==> src/rtl/rank_match_sched.sv <==
// rank_match_sched
// Sequencer for the shared XOR template-match engine. After a rank corner is
// captured, it launches one engine compare per stored template, collects each
// mismatch score and publishes the index of the lowest-scoring template.
// A template whose engine never answers is abandoned after TIMEOUT cycles and
// scored as all-ones.
//
// Optional feature macro: RANK_REJECT_EN
//   defined   : no_match is raised when the best score exceeds REJECT_THRESH.
//   undefined : no_match is tied low and no threshold comparator is built.
`timescale 1ns/1ps

module rank_match_sched #(
    parameter  int unsigned NUM_TEMPLATES = 13,
    parameter  int unsigned KERNEL_SIZE   = 1120,
    parameter  int unsigned TIMEOUT       = 2048,
    parameter  int unsigned REJECT_THRESH = 300,
    localparam int unsigned SCORE_W       = $clog2(KERNEL_SIZE + 1),
    localparam int unsigned IDX_W         = $clog2(NUM_TEMPLATES)
) (
    input  logic               clk,
    input  logic               rst_n,
    input  logic               start,
    input  logic               abort,
    output logic               eng_start,
    output logic [IDX_W-1:0]   eng_sel,
    input  logic               eng_done,
    input  logic [SCORE_W-1:0] eng_score,
    output logic               busy,
    output logic               result_valid,
    output logic [IDX_W-1:0]   best_idx,
    output logic [SCORE_W-1:0] best_score,
    output logic               timeout_flag,
    output logic               no_match
);

    // Wait counter only has to reach TIMEOUT-1.
    localparam int unsigned CNT_W = (TIMEOUT > 2) ? $clog2(TIMEOUT) : 1;
    localparam logic [CNT_W-1:0]   TMO_LAST   = CNT_W'(TIMEOUT - 1);
    localparam logic [IDX_W-1:0]   IDX_LAST   = IDX_W'(NUM_TEMPLATES - 1);
    localparam logic [SCORE_W-1:0] SCORE_ONES = '1;

    typedef enum logic [2:0] {
        S_IDLE    = 3'd0,
        S_LAUNCH  = 3'd1,
        S_WAIT    = 3'd2,
        S_COMPARE = 3'd3,
        S_DONE    = 3'd4
    } state_t;

    state_t             state_q,        state_d;
    logic [IDX_W-1:0]   idx_q,          idx_d;
    logic [CNT_W-1:0]   wait_cnt_q,     wait_cnt_d;
    logic [SCORE_W-1:0] cur_score_q,    cur_score_d;
    logic [SCORE_W-1:0] run_best_q,     run_best_d;
    logic [IDX_W-1:0]   run_idx_q,      run_idx_d;
    logic               eng_start_q,    eng_start_d;
    logic               busy_q,         busy_d;
    logic               result_valid_q, result_valid_d;
    logic [IDX_W-1:0]   best_idx_q,     best_idx_d;
    logic [SCORE_W-1:0] best_score_q,   best_score_d;
    logic               timeout_flag_q, timeout_flag_d;

`ifdef RANK_REJECT_EN
    localparam logic [SCORE_W-1:0] THRESH = SCORE_W'(REJECT_THRESH);
    logic no_match_q, no_match_d;
`else
    localparam int unsigned REJECT_THRESH_UNUSED = REJECT_THRESH;
`endif

    // Next-state and datapath: abort dominates, then the per-state sweep steps.
    // Output registers are loaded from the next state so every output changes
    // on the same edge as the state it belongs to.
    always_comb begin
        state_d        = state_q;
        idx_d          = idx_q;
        wait_cnt_d     = wait_cnt_q;
        cur_score_d    = cur_score_q;
        run_best_d     = run_best_q;
        run_idx_d      = run_idx_q;
        best_idx_d     = best_idx_q;
        best_score_d   = best_score_q;
        timeout_flag_d = timeout_flag_q;
`ifdef RANK_REJECT_EN
        no_match_d     = no_match_q;
`endif

        if (abort && (state_q != S_IDLE)) begin
            state_d = S_IDLE;
        end else begin
            case (state_q)
                S_IDLE: begin
                    if (start && !abort) begin
                        state_d        = S_LAUNCH;
                        idx_d          = '0;
                        run_best_d     = SCORE_ONES;
                        run_idx_d      = '0;
                        timeout_flag_d = 1'b0;
`ifdef RANK_REJECT_EN
                        no_match_d     = 1'b0;
`endif
                    end else begin
                        state_d = S_IDLE;
                    end
                end
                S_LAUNCH: begin
                    state_d    = S_WAIT;
                    wait_cnt_d = '0;
                end
                S_WAIT: begin
                    if (eng_done) begin
                        cur_score_d = eng_score;
                        state_d     = S_COMPARE;
                    end else if ((wait_cnt_q + CNT_W'(1)) == TMO_LAST) begin
                        // Launch cycle plus TIMEOUT-1 wait cycles elapsed.
                        cur_score_d    = SCORE_ONES;
                        timeout_flag_d = 1'b1;
                        state_d        = S_COMPARE;
                    end else begin
                        wait_cnt_d = wait_cnt_q + CNT_W'(1);
                    end
                end
                S_COMPARE: begin
                    // Strict less-than keeps the lower index on ties.
                    if (cur_score_q < run_best_q) begin
                        run_best_d = cur_score_q;
                        run_idx_d  = idx_q;
                    end else begin
                        run_best_d = run_best_q;
                        run_idx_d  = run_idx_q;
                    end
                    if (idx_q < IDX_LAST) begin
                        idx_d   = idx_q + IDX_W'(1);
                        state_d = S_LAUNCH;
                    end else begin
                        // Publish now so the result is visible in the DONE cycle.
                        state_d      = S_DONE;
                        best_score_d = run_best_d;
                        best_idx_d   = run_idx_d;
`ifdef RANK_REJECT_EN
                        no_match_d   = (run_best_d > THRESH);
`endif
                    end
                end
                S_DONE: begin
                    state_d = S_IDLE;
                end
                default: begin
                    state_d = S_IDLE;
                end
            endcase
        end

        eng_start_d    = (state_d == S_LAUNCH);
        busy_d         = (state_d != S_IDLE);
        result_valid_d = (state_d == S_DONE);
    end

    // State, datapath and output registers with asynchronous clear.
    always_ff @(posedge clk or negedge rst_n) begin
        if (!rst_n) begin
            state_q        <= S_IDLE;
            idx_q          <= '0;
            wait_cnt_q     <= '0;
            cur_score_q    <= '0;
            run_best_q     <= '0;
            run_idx_q      <= '0;
            eng_start_q    <= 1'b0;
            busy_q         <= 1'b0;
            result_valid_q <= 1'b0;
            best_idx_q     <= '0;
            best_score_q   <= '0;
            timeout_flag_q <= 1'b0;
        end else begin
            state_q        <= state_d;
            idx_q          <= idx_d;
            wait_cnt_q     <= wait_cnt_d;
            cur_score_q    <= cur_score_d;
            run_best_q     <= run_best_d;
            run_idx_q      <= run_idx_d;
            eng_start_q    <= eng_start_d;
            busy_q         <= busy_d;
            result_valid_q <= result_valid_d;
            best_idx_q     <= best_idx_d;
            best_score_q   <= best_score_d;
            timeout_flag_q <= timeout_flag_d;
        end
    end

`ifdef RANK_REJECT_EN
    // Reject flag register, cleared by reset and by an accepted start.
    always_ff @(posedge clk or negedge rst_n) begin
        if (!rst_n) begin
            no_match_q <= 1'b0;
        end else begin
            no_match_q <= no_match_d;
        end
    end

    assign no_match = no_match_q;
`else
    assign no_match = 1'b0;
`endif

    // The template index register doubles as the engine select, so it is held
    // from LAUNCH through COMPARE automatically.
    assign eng_sel      = idx_q;
    assign eng_start    = eng_start_q;
    assign busy         = busy_q;
    assign result_valid = result_valid_q;
    assign best_idx     = best_idx_q;
    assign best_score   = best_score_q;
    assign timeout_flag = timeout_flag_q;

endmodule

==> config.mk <==
export PLATFORM = sky130hd
export DESIGN_NAME = rank_match_sched
export DESIGN_NICKNAME = d
export VERILOG_FILES = /design/src/rtl/rank_match_sched.sv
export SDC_FILE = /design/constraint.sdc
export NUM_CORES = 1
export LEC_CHECK = 0
export BUFFER_PORTS_ARGS = -buffer_cell sky130_fd_sc_hd__buf_4
export CORE_MARGIN = 2
export CORE_UTILIZATION = 55
export DETAILED_ROUTE_END_ITERATION = 8
export PLACE_DENSITY = 0.83
export SLEW_MARGIN = 10
export SYNTH_ARGS = -nofsm -noshare
export SYNTH_HDL_FRONTEND = slang
export SYNTH_SLANG_ARGS = --single-unit
==> constraint.sdc <==
create_clock -name clk -period 5.23 [get_ports clk]
set_clock_uncertainty 0.1 [all_clocks]
set_input_delay 0 -clock clk [delete_from_list [all_inputs] [get_ports clk]]
set_output_delay 0 -clock clk [all_outputs]
set_load 0.01 [all_outputs]
==> summary.md <==
| Metric | Value |
|---|---|
| Overall die height | between 70 and 80 um |
| Vias in the first global route | about 2200 |
| FF-to-FF setup slack | around 2.3 ns |
| Most common cell after layout, fill and taps aside | dfrtp_1 |
| Crit. Startpoint | wait_cnt_q[0] |
| Root Driver | clkbuf_8 |
| Yosys top cell area share | 51.22% |
| Width of the die | between 70 and 80 um |
| Slew Viols, Final | 0 |
| Clock tree from TritonCTS | built |
| Critical Path Source Type | flip-flop |
| Worst Reg-to-Reg Cells | 8 |
| Pre-antenna DRT Iters | 4 |
| #FFs+latches synth | between 60 and 70 |
| DRC viols | 0 |
| Worst vdd ir | between 0.00015 and 0.0002 V |
| Routed WL | ~6200 um |
| All-Layer GR Usage | between 20% and 30% |
| Ports | 40 |
| Most frequent cells in the layout | 63 x dfrtp_1, 41 x nor2_1, 39 x buf_4, 20 x a21oi_1, 19 x inv_1 |
| Crit path arrival time | a little over 3 ns |
| Initial DRC Count | approximately 190 |
| ANT nets after route | 0 |
| Clock sink count | between 60 and 70 |
| Clk_lat worst skew | 0.34 ns |
| Sequential-to-total area share from yosys stat | approximately half |
| Fin crit share | 55.13% |
| Clk slew on worst S/H paths | ~0.070 ns |
| Pwr dens | roughly 350 nW/um^2 |
| Worst R2R Start | wait_cnt_q[0] |
| Fillers | around 400 |
| FF-to-FF End | wait_cnt_q[5] |
| Final Hold Viols | 0 |
| Initial antenna violation count | 0 |
| Crit path time final | between 2 and 3 ns |
| Share of cells above drive strength 1 | ~17% |
| Rows | 27 |
| Core area | approximately 5400 um^2 |
| Unrepaired setup endpoints after global routing | false |
| Cell Area, Synth | about 3100 um^2 |
| Setup bufs post-CTS | 0 |
| Total global routing overflow | 0 |
| MaxCap Viol Count | 0 |
| Via density | 5.517 |
| Worst setup path category | flip-flop to flip-flop |
| Maximum fanout along the worst path | 19 |
| Max transition margin | between 20% and 30% |
| H-tree levels | 3 |
| WP data required | approximately 5.4 ns |
| Total power draw | between 0.001 and 0.0015 W |
| Most area-consuming cells after synthesis | dfrtp_1 51%, ha_1 5.3%, nor2_1 5.0% |
| Post-detailed-route wirelength per cell | about 14 um |
| Largest net degree at the start of global routing | 64 |
| Final setup vio count | 0 |
| Layout Nets | approximately 390 |
| Syn avg cell area | 9.993 um^2 |
| Number of port buffers | 38 |
| Gpl congestion | approximately 0.88 |
| Cts bufs inserted | 9 |
| Die ar. | roughly 6200 um^2 |
| Worst hold path type | input pin to async pin |
| Ys Warns | 0 |
| Synthesized Nets | approximately 340 |
| Mapped Cells | roughly 310 |
| Netlist cell types | 42 |
| Detailed placement HPWL | 3999 um |
| Leakage | about 1.7 nW |
| Fmax achieved | roughly 350 MHz |
| Layout area overhead | 20.85% |
| Synth area leader | dfrtp_1 |
| Max clock buf depth | 2 |
| Vias | 2400 |
| Fin Setup TNS | 0 ns |
| Status | finished clean |
| Initial Util | a little under three fifths |
| Diodes inserted | 0 |
| Worst Tran Pin Value | 1.085 ns |
| Crit. End Element | flip-flop |
| First-pass GRT wire length | roughly 10000 um |
-- cell families after synthesis --
logic type | count (synthesis) | synth area share, %
xor+xnor | 5 | 1.423
simple gates | 96 | 15.32
other cells | 1 | 0.1218
flops | 63 | 51.22
fa+ha+maj | 13 | 5.285
mux | 13 | 4.227
compound gates | 83 | 17.85
buf+inv | 34 | 4.553
-- layout make-up --
type                    instances  area [um^2]  area share (%)
multi-input cells             211         1364           36.66
clock buffers                  12        155.1           4.171
well taps                      72        90.09           2.422
clock inverters                 4        20.02          0.5382
flip-flops and latches         63         1577           42.38
inverters                      19        71.32           1.917
repair buffers                 54        442.9           11.91
-- critical path: stages, from the launching register on --
cell      delay (ns)
dfrtp_1         0.45
ha_1            0.31
nand4b_1        0.21
nor4_2          0.19
nor4_2          0.11
o311ai_4        0.65
a21boi_2        0.54
o21ai_0         0.16
o21ai_0         0.09
-- synthesized netlist by cell type --
cell type  instances
and3_1             4
a21boi_2           1
nand3b_1           1
inv_1             19
buf_1              1
nand4_1            2
a31oi_1           14
nor4b_2            1
o41ai_1            1
o21ai_1            6
nor2_1            41
xor2_1             1
o211ai_1           2
ha_1              13
mux2i_1           13
o21ai_0           13
buf_4              3
a21o_1             4
o21ai_2            1
a211oi_1           1
nand2b_1           3
o21a_1             1
nand2_1           15
and2_1             1
buf_2              1
o31ai_1            4
nor3_1             4
clkbuf_1          10
nand4b_1           1
dfrtp_1           63
a21boi_0           1
nor4_2             2
and4_1             2
conb_1             1
o22a_1            11
nor3b_1            2
nor2b_1            4
a21oi_1           20
nand3_1           13
o31a_1             2
o311ai_4           1
xnor2_1            4
-- stage by stage --
step           setup slack, ns  util [%]  cells  area, um^2  hold WS [ns]
3_5_place_dp             2.311     62.41    404        3395       0.02947
6_report                 2.347     68.39    435        3720        0.1687
5_1_grt                  2.052     68.39    435        3720        0.2556
4_1_cts                  2.317     68.39    435        3720        0.2093
2_1_floorplan            2.972         -    308        3078       -0.3956
3_3_place_gp             2.439     62.41    404        3395       0.02078
-- power breakdown --
part	switching [W]	total, W	internal (W)	leakage, nW
combinational	0.000148	0.000290	0.000142	0.844
sequential	0.0000807	0.000642	0.000561	0.791
clock	0.000181	0.000375	0.000195	0.0959
-- metal layers --
| metal | vias to the layer above | routed length [um] | track usage (%) |
|---|---|---|---|
| li1 | 1190 | - | - |
| met1 | 1140 | 2783 | 30.09 |
| met2 | 54 | 2968 | 32.99 |
| met3 | 16 | 289 | 5.795 |
| met4 | 0 | 170 | 11.03 |
| met5 | - | 0 | 0 |
-- repair_timing --
item | 4_1_cts | 5_1_grt
hold buffers | 15 | 0
setup endpoints to repair | 0 | 0
gates resized for setup | 0 | 0
endpoints found under the hold margin | 81 | 0
-- worst max path at each step --
stage / to / cells past startpoint
floorplan: wait_cnt_q[6] / 9
CTS: wait_cnt_q[5] / 8
global placement: wait_cnt_q[5] / 8
global route: wait_cnt_q[5] / 8
finish: wait_cnt_q[5] / 8
detailed placement: wait_cnt_q[5] / 8
-- state kept, by name, indices dropped and copies added (netlist names) --
signal        cells
best_score       11
cur_score_q      11
run_best_q       11
wait_cnt_q       11
best_idx          4
eng_sel           4
run_idx_q         4
state_q           3
busy              1
eng_start         1
result_valid      1
timeout_flag      1
(Power assumes the default switching activity.)
